$ cat src/rtl/opcode_detect_if.sv
`default_nettype none
// ============================================================================
//  Module      : opcode_detect_if
//  Description : Nibble-in / byte-out bundle for the opcode detector.
//                master  = nibble source (drives din/din_vld, observes dout)
//                slave   = detector      (consumes din/din_vld, drives dout)
//  Signals     : din[3:0]  input nibble, valid when din_vld=1
//                din_vld   nibble qualifier
//                dout[7:0] assembled payload byte
//                dout_vld  one-cycle strobe marking dout valid
//  Revision    : 1.0  initial release
// ============================================================================
interface opcode_detect_if;
    logic [3:0] din;
    logic       din_vld;
    logic [7:0] dout;
    logic       dout_vld;

    modport master (output din, output din_vld, input dout, input dout_vld);
    modport slave  (input din, input din_vld, output dout, output dout_vld);
endinterface
`default_nettype wire

$ cat src/rtl/opcode_detect.sv
`default_nettype none
// ============================================================================
//  Module      : opcode_detect
//  Description : Scans a qualified nibble stream for the sync header
//                HDR_N0..HDR_N3 (default 5,5,D,5), then assembles the next
//                2*PAYLOAD_BYTES nibbles into bytes (high nibble first) and
//                emits each byte with a one-cycle dout_vld strobe.
//  Ports       : clk    system clock, rising edge
//                rst_n  asynchronous reset, ACTIVE-HIGH despite the name
//                bus    opcode_detect_if.slave (din, din_vld in;
//                       dout, dout_vld out)
//  Parameters  : PAYLOAD_BYTES  bytes emitted per header (>= 1)
//                HDR_N0..HDR_N3 header nibbles in arrival order
//  Revision    : 1.0  initial release
// ============================================================================
module opcode_detect #(
    parameter int         PAYLOAD_BYTES = 2,
    parameter logic [3:0] HDR_N0        = 4'h5,
    parameter logic [3:0] HDR_N1        = 4'h5,
    parameter logic [3:0] HDR_N2        = 4'hD,
    parameter logic [3:0] HDR_N3        = 4'h5
) (
    input  wire logic        clk,
    input  wire logic        rst_n,
    opcode_detect_if.slave   bus
);

    localparam logic [2:0] c_ST_IDLE    = 3'd0;
    localparam logic [2:0] c_ST_H1      = 3'd1;
    localparam logic [2:0] c_ST_H2      = 3'd2;
    localparam logic [2:0] c_ST_H3      = 3'd3;
    localparam logic [2:0] c_ST_PAYLOAD = 3'd4;

    localparam int              c_BW        = (PAYLOAD_BYTES > 1) ? $clog2(PAYLOAD_BYTES) : 1;
    localparam logic [c_BW-1:0] c_LAST_BYTE = c_BW'(PAYLOAD_BYTES - 1);

    logic [2:0]      state_q,    state_d;
    logic            nib_q,      nib_d;      // 0: expecting high nibble, 1: low nibble
    logic [c_BW-1:0] byte_cnt_q, byte_cnt_d;
    logic [3:0]      hi_q,       hi_d;
    logic [7:0]      dout_q,     dout_d;
    logic            dout_vld_q, dout_vld_d;

    // A byte completes when the low nibble of a payload byte is sampled.
    logic w_byte_done;
    assign w_byte_done = (state_q == c_ST_PAYLOAD) && bus.din_vld && nib_q;

    // ------------------------------------------------------------------
    // State register
    // ------------------------------------------------------------------
    always_ff @(posedge clk or posedge rst_n) begin
        if (rst_n) begin
            state_q    <= c_ST_IDLE;
            nib_q      <= 1'b0;
            byte_cnt_q <= '0;
            hi_q       <= 4'h0;
            dout_q     <= 8'h00;
            dout_vld_q <= 1'b0;
        end else begin
            state_q    <= state_d;
            nib_q      <= nib_d;
            byte_cnt_q <= byte_cnt_d;
            hi_q       <= hi_d;
            dout_q     <= dout_d;
            dout_vld_q <= dout_vld_d;
        end
    end

    // ------------------------------------------------------------------
    // Next-state logic (header matcher + payload counters)
    // ------------------------------------------------------------------
    always_comb begin
        state_d    = state_q;
        nib_d      = nib_q;
        byte_cnt_d = byte_cnt_q;
        hi_d       = hi_q;
        if (bus.din_vld) begin
            case (state_q)
                c_ST_IDLE: state_d = (bus.din == HDR_N0) ? c_ST_H1 : c_ST_IDLE;
                c_ST_H1:   state_d = (bus.din == HDR_N1) ? c_ST_H2 : c_ST_IDLE;
                c_ST_H2: begin
                    if (bus.din == HDR_N2)
                        state_d = c_ST_H3;
                    // A repeated first nibble keeps the last two nibbles a
                    // valid header prefix, so the match is not lost.
                    else if ((bus.din == HDR_N1) && (HDR_N0 == HDR_N1))
                        state_d = c_ST_H2;
                    else
                        state_d = c_ST_IDLE;
                end
                c_ST_H3: begin
                    if (bus.din == HDR_N3) begin
                        state_d    = c_ST_PAYLOAD;
                        nib_d      = 1'b0;
                        byte_cnt_d = '0;
                    end else begin
                        state_d = c_ST_IDLE;
                    end
                end
                c_ST_PAYLOAD: begin
                    if (!nib_q) begin
                        hi_d  = bus.din;
                        nib_d = 1'b1;
                    end else begin
                        nib_d = 1'b0;
                        if (byte_cnt_q == c_LAST_BYTE) begin
                            state_d    = c_ST_IDLE;
                            byte_cnt_d = '0;
                        end else begin
                            byte_cnt_d = byte_cnt_q + 1'b1;
                        end
                    end
                end
                default: state_d = c_ST_IDLE;
            endcase
        end
    end

    // ------------------------------------------------------------------
    // Output logic (registered byte + strobe)
    // ------------------------------------------------------------------
    always_comb begin
        dout_d     = dout_q;   // dout holds between strobes
        dout_vld_d = 1'b0;
        if (w_byte_done) begin
            dout_d     = {hi_q, bus.din};
            dout_vld_d = 1'b1;
        end
    end

    assign bus.dout     = dout_q;
    assign bus.dout_vld = dout_vld_q;

endmodule
`default_nettype wire

$ cat src/flat_wrapper.sv
// flat-port wrapper written by rule: the top's interface ports become plain ports
module opcode_detect_flat 
#(
    parameter int         PAYLOAD_BYTES = 2,
    parameter logic [3:0] HDR_N0        = 4'h5,
    parameter logic [3:0] HDR_N1        = 4'h5,
    parameter logic [3:0] HDR_N2        = 4'hD,
    parameter logic [3:0] HDR_N3        = 4'h5
)
  (clk, rst_n, bus_din, bus_din_vld, bus_dout, bus_dout_vld);
  opcode_detect_if bus_i ();
  input  wire logic clk;
  input  wire logic rst_n;
  input wire logic [$bits(bus_i.din)-1:0] bus_din;
  input wire logic [$bits(bus_i.din_vld)-1:0] bus_din_vld;
  output wire logic [$bits(bus_i.dout)-1:0] bus_dout;
  output wire logic [$bits(bus_i.dout_vld)-1:0] bus_dout_vld;
  assign bus_i.din = bus_din;
  assign bus_i.din_vld = bus_din_vld;
  assign bus_dout = bus_i.dout;
  assign bus_dout_vld = bus_i.dout_vld;
  opcode_detect #(.PAYLOAD_BYTES(PAYLOAD_BYTES), .HDR_N0(HDR_N0), .HDR_N1(HDR_N1), .HDR_N2(HDR_N2), .HDR_N3(HDR_N3)) u_core (.clk(clk), .rst_n(rst_n), .bus(bus_i));
endmodule
$ cat config.mk
export PLATFORM = sky130hd
export DESIGN_NAME = opcode_detect_flat
export DESIGN_NICKNAME = d
export VERILOG_FILES = /design/src/rtl/opcode_detect_if.sv /design/src/rtl/opcode_detect.sv /design/src/flat_wrapper.sv
export SDC_FILE = /design/constraint.sdc
export NUM_CORES = 1
export LEC_CHECK = 0
export BUFFER_PORTS_ARGS = -buffer_cell sky130_fd_sc_hd__buf_2
export CAP_MARGIN = 40
export CORE_AREA = 8 8 62 64
export CTS_CLUSTER_DIAMETER = 80
export DETAILED_ROUTE_END_ITERATION = 10
export DIE_AREA = 0 0 70 72
export GPL_TIMING_DRIVEN = 0
export PLACE_DENSITY = 0.57
export SLEW_MARGIN = 20
export SYNTH_ARGS = -nofsm -noshare
export SYNTH_HDL_FRONTEND = slang
export SYNTH_SLANG_ARGS = --single-unit
$ cat constraint.sdc
create_clock -name clk -period 2.4 [get_ports clk]
set_input_delay 0.24 -clock clk [delete_from_list [all_inputs] [get_ports clk]]
set_output_delay 0.24 -clock clk [all_outputs]
set_load 0.03 [all_outputs]
==> impl.org, run 1 <==
** Clocking
- Clock Tree Root :: sky130_fd_sc_hd__clkbuf_4
- Skew-Pair Late Insertion Delay :: 0.29 ns
- The number of clock buffers added by TritonCTS is 3.
- For this design, the CTS-stage hold fixing added 0 buffers.
- Clock net sink count :: 18
- The clock passes through at most 2 buffers.
- In this run, post-CTS repair resized a total of 0 instances.
- After clock tree synthesis, the setup repair step added 0 buffers.
- Register clock-pin slew on the reported worst setup and hold paths :: 0.11 ns
- TritonCTS clock tree :: yes
- Number of levels the H-tree was split into :: 1

** Logic synthesis
- The synthesized netlist contains 21 unique library cells.
- Biggest area consumer among synthesized cells :: sky130_fd_sc_hd__dfrtp_1
- Among all flip-flop cells after synthesis, the most frequent one is sky130_fd_sc_hd__dfrtp_1.
- In the post-synthesis netlist, the biggest area contributors are sky130_fd_sc_hd__dfrtp_1 (55%), sky130_fd_sc_hd__mux2_2 (15%), sky130_fd_sc_hd__and4bb_2 (3.0%), sky130_fd_sc_hd__inv_1 (2.7%), sky130_fd_sc_hd__o21ai_0 (2.4%).
- The synthesized design devotes to its leading area cell type a little over half of total area.
- Most used standard cell by instance count after synthesis :: sky130_fd_sc_hd__dfrtp_1
- Netlist area before placement :: 820.8 sq um
- Synthesized area per cell :: around 13 sq um
- When the netlist entered floorplanning its net count stood at 68.
- In the synthesized netlist, the cells that appear most often are sky130_fd_sc_hd__dfrtp_1 (18), sky130_fd_sc_hd__mux2_2 (11), sky130_fd_sc_hd__inv_1 (6).
- Yosys warning count :: 0
- Post-synthesis sequential element count :: 18
- Post-Syn Instances :: 61
- Share of synthesized area occupied by flip-flops and latches :: approximately 55%
- The synthesized design contains 0 enable-type register cells.
- Fraction of registers with async set or reset after synthesis :: 100.0%

** Floorplan
- Standard-cell rows :: 20
- The die covers between 5000 and 6000 sq um.
- The initial utilization of the core area, before any placement, comes to 28.28%.
- The core region is around 2900 sq um.
- Boundary pin count :: 16
- Height of the chip :: about 72 um
- In this run the horizontal extent of the chip is 70 um.

** Critical path
- Kind of critical path :: reg -> reg
- STA classifies the critical path endpoint as a register.
- For the worst setup path, the data required time is 2.58 ns.
- Data arrival time of the worst path :: between 1.5 and 2 ns
- In this run the worst path has a maximum fanout of 7.
- STA classifies the critical path startpoint as a register.
- The worst register-to-register path has a depth of 3.

** STA
- Across all setup checks in the final design, the least slack found is 0.9040 ns.
- Final Max Tran Viols :: 0
- Highest achievable clock rate :: 668.4 MHz
- Setup repair after global routing missed its margin :: no
- Final period utilization :: 62.34%
- Final critical-path required period :: 1.496 ns
- Final sum of negative setup slack :: 0 ns
- Setup violations, final :: 0
- The final count of hold timing violations is 0.
- Max_slew headroom :: 55.28%
- Clk_skew :: 0.008434 ns
- Slew @ Worst Pin :: 0.6701 ns

** Route
- Wirelength per Cell :: 12.99 um
- Antenna violation net count after detailed routing :: 0
- Wires add up to 1.468 mm.
- DRC viols :: 0
- After the first detailed-routing iteration, the DRC count stood at 16.
- The first TritonRoute pass finished after 2 iterations.
- Drt via density :: around 4.8
- Vias :: 540

** Min path
- The tightest min-delay check is of the in -> async type.

** Place
- I/O Buffers :: 15
- Dpl ws :: just over 0.9 ns
- At the end of routability-driven placement, the weighted congestion stood at approximately 0.69.
- Summing all placed instances gives a cell area of between 900 and 1000 sq um.
- After legalization and detailed placement, the total HPWL measured 1.121 mm.

** Status
- The flow ran to the end, and the final reports show no timing, DRC or antenna violations.

** Global routing
- Entering global routing, the biggest net connects 19 pins.
- GRT Util Overall :: a little over 6%
- The first global-routing pass estimated approximately 2.4 mm of wire.
- The via count of the first global-routing pass came to between 500 and 600.
- Sum of overflow across all layers after global routing :: 0
- Number of antenna violations at the first check in global routing :: 0

** Power
- IR analysis of the VDD net gives a maximum drop of 261.7 uV.
- Power spread over the standard cell area amounts to 529.3 nW/um^2.
- Total power draw :: slightly above 500 uW
- Cell leakage power :: 0.0005205 uW

** Cells and area
- The filler cells instantiated in the layout total 297.
- 0 antenna diodes ended up in the layout.
- Total non-filler cell area in the finished layout :: 973.4 sq um
- At the end of the flow, the number of nets in the layout was 88.
- Area overhead of the layout relative to synthesis :: 18.60%
- Fraction of final layout cells with drive strength greater than 1 :: 48.75%

** Run
- Across the run, the number of max-cap violations was 0.
-- area by class of cell --
type / instances / area, sq um / share of cell area (%)
clock buffer: 4 / 36.28 / 3.728
tap: 33 / 41.29 / 4.242
sequential: 18 / 450.4 / 46.27
buffer: 1 / 5.005 / 0.5141
multi-input combinational: 36 / 342.8 / 35.22
timing repair buffer: 15 / 75.07 / 7.712
inverter: 6 / 22.52 / 2.314
-- kinds of logic (layout without fill, tap and decap cells) --
kind of cell           Yosys count  in the layout  synth area share [%]
buffers and inverters            7             26                 3.353
AND/OR/NAND/NOR                 15             15                 17.07
AO/OA/AOI/OAI                    8              8                 6.708
flip-flops                      18             18                 54.88
XOR/XNOR                         1              1                 1.067
multiplexers                    12             12                 16.92
-- worst max-delay path, cell delays in order, from the launching register on --
cell and delay (ns):
sky130_fd_sc_hd__dfrtp_1 0.49, sky130_fd_sc_hd__nor3b_4 0.31, sky130_fd_sc_hd__and3_1 0.25, sky130_fd_sc_hd__mux2_2 0.34
-- flip-flops by register name, indices dropped and copies added, names as in the netlist --
register,flops
u_core.bus.dout,8
u_core.hi_q,4
u_core.state_q,3
u_core.bus.dout_vld,1
u_core.byte_cnt_q,1
u_core.nib_q,1
-- where the power goes --
part / internal [uW] / total [uW] / switching, uW
Clock: 92.3 / 184 / 91.3
Combinational: 8.31 / 24.9 / 16.6
Sequential: 305 / 307 / 2.01
Total: 405 / 515 / 110
-- layer usage --
metal,global-route usage [%],routed length [um]
met2,10.05,709
met1,5.944,623
met4,5.134,40
met3,2.183,95
met5,0,0
-- worst paths after layout --
| path | from | to | slack (ns) |
|---|---|---|---|
| max in group asynchronous | rst_n | u_core.hi_q[1] | 1.94 |
| max | u_core.state_q[1] | u_core.hi_q[1] | 0.90 |
| min | rst_n | u_core.bus.dout[5] | 0.03 |
| max reg2reg | u_core.state_q[1] | u_core.hi_q[1] | 0.90 |
| min reg2reg | u_core.hi_q[1] | u_core.bus.dout[5] | 0.51 |
| min in group clk | bus_din[2] | u_core.bus.dout[2] | 0.22 |
-- metrics by stage --
step	cells	hold slack, ns	utilization [%]
after floorplan	61	0.1786	-
after global placement	109	0.3617	32.28
after detailed placement	109	0.3729	32.28
after CTS	113	0.05125	33.53
after global routing	113	0.08124	33.53
final	113	0.02934	33.53
-- cell usage in the layout (no fill, tap or decap), drive strengths merged --
| cell type | n |
|---|---|
| a211o | 1 |
| a22o | 1 |
| and3 | 1 |
| and3b | 1 |
| and4bb | 2 |
| buf | 16 |
| clkbuf | 4 |
| dfrtp | 18 |
| inv | 6 |
| mux2 | 12 |
| nand2 | 3 |
| nand3 | 2 |
| nand4 | 1 |
| nor2b | 2 |
| nor3b | 1 |
| nor4b | 1 |
| o21ai | 4 |
| o221ai | 2 |
| or3b | 1 |
| xnor2 | 1 |
Note: power is estimated with default switching activity, not from simulation.
==> run 2: changes to the inputs <==
ABC_AREA = 1   (was unset)
CORE_AREA = 8 8 63 65   (was 8 8 62 64)
DIE_AREA = 0 0 71 73   (was 0 0 70 72)
PLACE_DENSITY = 0.59   (was 0.57)
clock period = 1.3 ns   (was 2.4 ns; I/O delays follow)
==> run 2 against run 1 <==
Net effect: non-clock buffer count up 2; die area up 2.8%; clock skew down 0.0072 ns; sequential share of layout area down 2.8 points; final area up 6.7%; fmax up 23%; clock power up 88%; critical path type unchanged.
==> impl.org, run 2 <==
** Clocking
- Number of levels the H-tree was split into :: 1 (unchanged)
- Clock tree synthesis selected as its root buffer the cell sky130_fd_sc_hd__clkbuf_4.
- TritonCTS built the clock tree.
- TritonCTS Buffers :: 3 (unchanged)
- The latest clock arrival within the worst-skew pair came to 0.29 ns (about the same).
- CTS max path bufs :: 2 (unchanged)
- The number of sinks driven by the clock tree is 18 (unchanged).
- The CTS clock-pin slew for the worst setup and hold paths was 0.10 ns (about the same).

** Route
- The final antenna-violating net count is 0 (unchanged).
- The final routed wirelength across all metal layers came to 1.757 mm (+20%).
- The total via count in the routed design came to 689 (+28%).
- Wirelength per Cell :: 11.19 um (-14%)
- Drt via density :: 4.389 (-8.2%)
- DRC viols :: 0 (unchanged)
- DR pass1 iterations :: 4 (+2)
- Violation count after the first detailed-routing iteration :: 17 (+1)

** Global routing
- First-pass GRT wire length :: 3.277 mm (+34%)
- The global-route total usage across every layer came to 8.026% (+2.0 points).
- Number of global-route vias before repair :: 751 (+35%)
- Number of antenna violations at the first check in global routing :: 0 (unchanged)
- The global-route congestion overflow total is 0 (unchanged).
- The maximum number of pins on one net before global-route repair was 19 (unchanged).

** Cells and area
- In the layout the commonest cells are sky130_fd_sc_hd__nand2_1 (43), sky130_fd_sc_hd__dfrtp_1 (17), sky130_fd_sc_hd__buf_2 (15), sky130_fd_sc_hd__inv_1 (9), sky130_fd_sc_hd__nor2_1 (7).
- Most common cell after layout, fill and taps aside :: sky130_fd_sc_hd__nand2_1
- From synthesis to final layout, the design area changed by 19.77%.
- The count of placed standard cells in the final layout, fillers left out is 157 (+39%).
- Fraction of final layout cells with drive strength greater than 1 :: 28.23% (-21 points)
- Number of fill cells in the layout :: 320 (+7.7%)
- Number of flip-flops under the largest register name :: 8 (unchanged)
- Number of nets in the layout :: 132 (+50%)
- Diodes inserted :: 0 (unchanged)

** Status
- Status :: finished, final reports clean

** Floorplan
- The row count came to 20 (unchanged).
- Boundary pin count :: 16 (unchanged)
- The initial standard-cell utilization of the core is 29.36% (+1.1 points).
- Height of the chip :: 73 um (+1.4%)
- Area of the core :: 2953 sq um (+1.7%)
- The die outline area was 5183 sq um (+2.8%).
- The die extent in x came to 71 um (+1.4%).

** Place
- The final weighted congestion of routability-driven global placement was 0.7390 (+7.6%).
- Post-placement cell count :: 151 (+39%)
- Post-detail-place hpwl :: 1.387 mm (+24%)
- The count of buffers from port buffering came to 15 (unchanged).

** Critical path
- STA classifies the critical path endpoint as a register.
- The endpoint identified for the worst register-to-register timing path is u_core.bus.dout[7].
- The maximum net fanout on the critical path came to 10 (+3).
- The worst register-to-register path begins at u_core.state_q[1].
- The critical path is of the reg -> reg type.
- The arrival time at the worst endpoint is 1.41 ns (-0.26 ns).
- Longest individual stage delay on the worst path :: 0.46 ns (-0.03 ns)
- Walking the worst path, the cells encountered are nor2_4 -> nand2_4 -> inv_4 -> nand3_4 -> buf_6 -> nand2_1 -> nand2_1.
- Kind of start point of the critical path :: register
- The most critical setup path has its endpoint at u_core.bus.dout[7].
- The required time of the critical path was 1.49 ns (-1.09 ns).
- Family of cells with the greatest summed delay on the critical path :: flip-flops
- The cell depth of the worst flop-to-flop path is 7 (+4).
- Number of cells on the critical path :: 7 (+4)
- Number of buffer and inverter instances along the worst setup path :: 2 (+2)
- Slowest stage cell, crit path :: sky130_fd_sc_hd__dfrtp_1
- Counting stages on the worst path, the most repeated cell is sky130_fd_sc_hd__nand2_1.
- The slack of the worst reg-to-reg path is 0.08 ns (-0.82 ns).
- The most critical setup path has its startpoint at u_core.state_q[1].

** Power
- The post-route total power is 1877 uW (+260%).
- Pwr dens :: 1807 nW/um^2 (+240%)
- The static leakage power is 0.0005654 uW (+8.6%).
- The maximum vdd ir drop came to 402.7 uV (+54%).

** STA
- The summed negative setup slack over all endpoints is 0 ns (unchanged).
- The number of setup violations in the final report was 0 (unchanged).
- The worst max-slew margin expressed relative to the limit is 53.78% (-1.5 points).
- Hold violation total from the final report :: 0 (unchanged)
- The peak clock frequency supported by timing is 819.2 MHz (+23%).
- The worst-margin pin slew came to 0.6926 ns (+0.02248 ns).
- The max-slew violation count was 0 (unchanged).
- Clk_skew :: 0.001237 ns (-0.007197 ns)
- The clock period minus worst slack was 1.221 ns (-0.2754 ns).
- The share of the cycle needed by the critical path after routing is 93.90% (+32 points).
- Setup repair after global routing missed its margin :: no
- Post-route worst hold slack :: 0.1323 ns (+0.1030 ns)

** Logic synthesis
- Ranked by total cell area, the synthesized netlist is headed by sky130_fd_sc_hd__dfrtp_1 (52%), sky130_fd_sc_hd__nand2_1 (19%), sky130_fd_sc_hd__nand3_4 (4.0%), sky130_fd_sc_hd__o21ai_2 (4.0%), sky130_fd_sc_hd__inv_1 (3.9%).
- Among all cell types in the netlist, the one instantiated most often is sky130_fd_sc_hd__nand2_1.
- The post-synthesis net count is 110 (+62%).
- Top cells by count, synth :: sky130_fd_sc_hd__nand2_1 (43), sky130_fd_sc_hd__dfrtp_1 (18), sky130_fd_sc_hd__inv_1 (9)
- Main synth FF type :: sky130_fd_sc_hd__dfrtp_1
- Post-synthesis simple-gate area fraction :: 34.20% (+17 points)
- Fraction of registers with async set or reset after synthesis :: 100.0% (unchanged)
- The synthesized cell area was 867.1 sq um (+5.6%).
- The count of yosys warnings during synthesis was 0 (unchanged).
- The share of the yosys chip area belonging to registers is 51.95% (-2.9 points).
- Synthesized area per cell :: 8.418 sq um (-37%)
- The gate count after technology mapping was 103 (+69%).
- The largest total area in the synthesized netlist belongs to sky130_fd_sc_hd__dfrtp_1.
- The area fraction in compound gates after synthesis came to 7.504% (+0.80 points).
- By area, the combinational part of the netlist is dominated by simple AND/OR/NAND/NOR gates.
- Post-synthesis sequential element count :: 18 (unchanged)
- The area share of the largest cell type after synthesis was 51.95% (-2.9 points).
- The post-synthesis cell type count is 18 (-14%).
- The count of flip-flops with a built-in enable after synthesis was 0 (unchanged).
- The multiplexer fraction of the synthesized cell area came to 0% (-17 points).
- The xor and xnor fraction of the mapped netlist area is 0% (-1.1 points).
- Adder and majority gate portion of the synthesized area :: 0% (unchanged)

** Run
- Count of maximum capacitance violations :: 0 (unchanged)

** Min path
- Path class of the lowest-slack min-delay path :: in -> reg
## run 2: cell count changes after synthesis, moves of 3 or more
cell,delta
sky130_fd_sc_hd__nand3_1,+5
sky130_fd_sc_hd__nor2_1,+7
sky130_fd_sc_hd__o21ai_2,+4
sky130_fd_sc_hd__mux2_2,-11
sky130_fd_sc_hd__nand2_1,+40
sky130_fd_sc_hd__inv_1,+3
## run 2: what timing repair did
action                                  4_1_cts  5_1_grt
resized for setup                             0        1
hold buffers                                  1        0
endpoints found under the setup margin        0        6
buffers inserted                              0        1
hold endpoints to repair                     18        0
## run 2: metrics by stage
stage	worst slack [ns]	utilization, %	instance area [sq um]
floorplan	0.1571	-	867.1
global placement	0.09397	33.31	983.4
CTS	0.03660	34.87	1030
detailed placement	0.05849	33.31	983.4
global route	0.002379	35.17	1039
finish	0.07933	35.17	1039
## run 2: worst min-delay path by stage
stage,start,to,slack (ns),cells after the start
floorplan,rst_n,u_core.bus.dout[0],0.07,1
global placement,rst_n,u_core.state_q[0],0.28,2
detailed placement,rst_n,u_core.bus.dout[2],0.28,2
CTS,bus_din[2],u_core.bus.dout[2],0.12,3
global route,bus_din[2],u_core.bus.dout[2],0.14,3
finish,bus_din[2],u_core.bus.dout[2],0.13,3
## run 2: power breakdown
group / switching, uW / internal (uW)
combinational: 439 / 206
sequential: 122 / 765
clock: 175 / 171
## run 2: kinds of logic (layout without fill, tap and decap cells)
family                 count (synthesis)  after routing
AO/OA/AOI/OAI                         10             10
buffers and inverters                 12             33
flip-flops                            18             18
AND/OR/NAND/NOR                       63             63
## run 2: layer usage
metal / GRT usage, % / wire length (um)
met3: 3.434 / 135
met2: 14.32 / 859
met5: 0 / 0
met4: 4.157 / 23
met1: 7.741 / 738
## run 2: layout make-up
| cell class | instances | area (sq um) | share of cell area (%) |
|---|---|---|---|
| tap | 33 | 41.29 | 3.976 |
| clock buffer | 4 | 36.28 | 3.494 |
| buffer | 1 | 11.26 | 1.084 |
| timing repair buffer | 17 | 92.59 | 8.916 |
| inverter | 11 | 43.79 | 4.217 |
| multi-input combinational | 73 | 361.6 | 34.82 |
| sequential | 18 | 451.7 | 43.49 |
## run 2: worst min-delay path, stage by stage
cell and delay [ns]:
sky130_fd_sc_hd__buf_2 0.11, sky130_fd_sc_hd__inv_1 0.09, sky130_fd_sc_hd__o21ai_2 0.07
==> run 3: changes to the inputs <==
REMOVE_ABC_BUFFERS = 1   (was unset)
SKIP_LAST_GASP = 1   (was unset)
==> run 3 against run 2 <==
Net effect: fmax increased by 2.1%; final area decreased by 1.2%; clock power decreased by 22%; power decreased by 2.8%; die area unchanged; flip-flop and latch count unchanged.
==> impl.org, run 3 (same netlist as run 2, synthesis figures left out) <==
** Power
- The power density over cell area is 1778 nW/um^2 (-1.6%).
- Fraction of power consumed by the clock network :: 14.9% (-3.5 points)
- The share of total power consumed by net switching is 40.80% (+1.6 points).
- Worst IR drop on VDD :: 427.3 uV (+6.1%)
- Total power draw :: 1824 uW (-2.8%)
- Seq pwr share :: 49.7% (+2.5 points)
- Switching power summed over all nets :: 744.0 uW (+1.1%)
- The combinational power share was 35.4% (+1.0 points).
- Int Power :: 1080 uW (-5.4%)
- The static leakage power came to 0.0005445 uW (-3.7%).

** Clocking
- TritonCTS Buffers :: 3 (unchanged)
- Skew-Pair Late Insertion Delay :: 0.29 ns (about the same)
- TritonCTS built the clock tree.
- Clock net sink count :: 18 (unchanged)
- In this run the clock root is driven by a sky130_fd_sc_hd__clkbuf_4.
- Register clock-pin slew on the reported worst setup and hold paths :: 0.10 ns (about the same)
- The maximum buffer depth of the clock tree was 2 (unchanged).
- Number of levels the H-tree was split into :: 1 (unchanged)
- # Post-CTS Setup Buffers :: 0 (unchanged)

** STA
- The share of the cycle needed by the critical path after routing is 91.96% (-1.9 points).
- Setup repair after global routing missed its margin :: no
- The worst-margin pin slew is 0.6855 ns (-0.007119 ns).
- Final critical-path required period :: 1.195 ns (-0.02519 ns)
- The final count of hold timing violations is 0 (unchanged).
- Clk_skew :: 0.009447 ns (+0.008210 ns)
- Max_slew headroom :: 54.25% (+0.48 points)
- Post-route worst hold slack :: 0.1345 ns (+0.002167 ns)
- Final Max Tran Viols :: 0 (unchanged)
- The number of setup violations in the final report is 0 (unchanged).
- Final sum of negative setup slack :: 0 ns (unchanged)
- Highest achievable clock rate :: 836.5 MHz (+2.1%)

** Route
- The final antenna-violating net count was 0 (unchanged).
- DRC viols :: 0 (unchanged)
- The total via count in the routed design came to 674 (-2.2%).
- DR pass1 iterations :: 4 (unchanged)
- The mean routed wirelength per cell was 11.75 um (+5.0%).
- The via count normalized by instance count is 4.348 (-0.91%).
- Final wirelength :: 1.822 mm (+3.7%)
- Violation count after the first detailed-routing iteration :: 45 (+28)

** Min path
- Path class of the lowest-slack min-delay path :: in -> reg

** Place
- The count of buffers from port buffering came to 15 (unchanged).
- The final weighted congestion of routability-driven global placement was 0.7384 (about the same).
- The HPWL reported at the end of detailed placement came to 1.330 mm (-4.1%).

** Cells and area
- In the layout the commonest cells are sky130_fd_sc_hd__nand2_1 (43), sky130_fd_sc_hd__buf_2 (15), sky130_fd_sc_hd__dfrtp_1 (15), sky130_fd_sc_hd__inv_1 (9), sky130_fd_sc_hd__nor2_1 (7).
- The count of fill cells added during filler insertion is 314 (-1.9%).
- The number of nets in the finished design is 131 (-0.76%).
- The number of antenna repair diodes is 0 (unchanged).
- The flip-flop count of the largest register after layout is 8 (unchanged).
- Area taken by flip-flops and latches :: 454.2 sq um (+0.55%)
- Fraction of final layout cells with drive strength greater than 1 :: 28.69% (+0.46 points)
- The library cell used most frequently in the layout, excluding fill and tap cells, is sky130_fd_sc_hd__nand2_1.
- Total area of multi-input combinational cells :: 379.1 sq um (+4.8%)
- Area overhead of the layout relative to synthesis :: 18.33%

** Floorplan
- Boundary pin count :: 16 (unchanged)
- The die extent in x came to 71 um (unchanged).
- Standard-cell rows :: 20 (unchanged)
- The area of the core came to 2953 sq um (unchanged).
- The die outline area was 5183 sq um (unchanged).
- Height of the chip :: 73 um (unchanged)
- The initial standard-cell utilization of the core was 29.36% (unchanged).

** Global routing
- GRT Util Overall :: 7.330% (-0.70 points)
- Global-route track usage on met1 :: 7.803% (+0.061 points)
- Layer carrying the most global-route usage :: met2
- Met3 routing resource usage after global routing :: 3.297% (-0.14 points)
- The via count of the first global-routing pass was 704 (-6.3%).
- The maximum number of pins on one net before global-route repair came to 19 (unchanged).
- The global-route wire length before repair was 3.049 mm (-7.0%).
- Number of antenna violations at the first check in global routing :: 0 (unchanged)
- Global-route met2 utilization :: 12.46% (-1.9 points)
- Sum of overflow across all layers after global routing :: 0 (unchanged)

** Critical path
- Element type at the critical path end :: register
- Data arrival time of the worst path :: 1.42 ns (about the same)
- The slack of the worst reg-to-reg path was 0.10 ns (+0.03 ns).
- Kind of start point of the critical path :: register
- Largest fanout on the critical path :: 7 (-3)
- Required time of the worst setup path :: 1.52 ns (+0.03 ns)
- The setup path with the least slack is of type reg -> reg.

** Status
- Status :: finished, final reports clean

** Run
- The number of violations of the max-capacitance limit is 0 (unchanged).
## run 3: path summary, 6_finish.rpt
kind                                         start  depth (start not counted)            endpoint
worst max-delay path             u_core.state_q[0]                          7  u_core.bus.dout[7]
worst min-delay path                    bus_din[0]                          3  u_core.bus.dout[0]
worst max register to register   u_core.state_q[0]                          7  u_core.bus.dout[7]
worst min register to register  u_core.bus.dout[6]                          2  u_core.bus.dout[6]
max in group asynchronous                    rst_n                          3   u_core.state_q[0]
min in group asynchronous                    rst_n                          3  u_core.bus.dout[1]
## run 3: power by group through the flow
stage	combinational, uW	sequential [uW]	clock [uW]
after detailed placement	653	901	0
after floorplan	229	1120	0
after global placement	643	889	0
after global routing	719	938	301
final	646	906	271
after CTS	657	891	281
## run 3: cell type report
cell class                      count  share of cell area (%)
Clock buffer                        3                   2.195
Inverter                           11                   4.268
Multi-Input combinational cell     74                   36.95
Sequential cell                    18                   44.27
Tap cell                           33                   4.024
Timing Repair Buffer               16                   8.293
## run 3: per-layer routing
metal	up-vias	wire [um]
met5	-	0
met4	0	14
met3	2	128
met2	12	828
met1	301	849
li1	359	-
## run 3: stage by stage
step	cells	util (%)	worst slack, ns	cell area [sq um]
global route	155	34.75	0.001652	1026
detailed placement	150	32.92	0.04492	972.2
finish	155	34.75	0.1045	1026
global placement	150	32.92	0.06694	972.2
CTS	154	34.03	0.01890	1005
floorplan	102	-	0.1788	855.8
## run 3: repair_timing
| item | in CTS | in global routing |
|---|---|---|
| hold buffers | 1 | 0 |
| hold endpoints to repair | 18 | 0 |
| gates resized for setup | 0 | 4 |
| setup endpoints to repair | 0 | 8 |
## run 3: worst max-delay path: stages (launching register included)
cell and delay, ns:
sky130_fd_sc_hd__dfrtp_2 0.46, sky130_fd_sc_hd__nor2_4 0.16, sky130_fd_sc_hd__nand2_4 0.08, sky130_fd_sc_hd__inv_4 0.10
sky130_fd_sc_hd__nand3_4 0.12, sky130_fd_sc_hd__inv_2 0.12, sky130_fd_sc_hd__nand2_1 0.05, sky130_fd_sc_hd__nand2_1 0.05
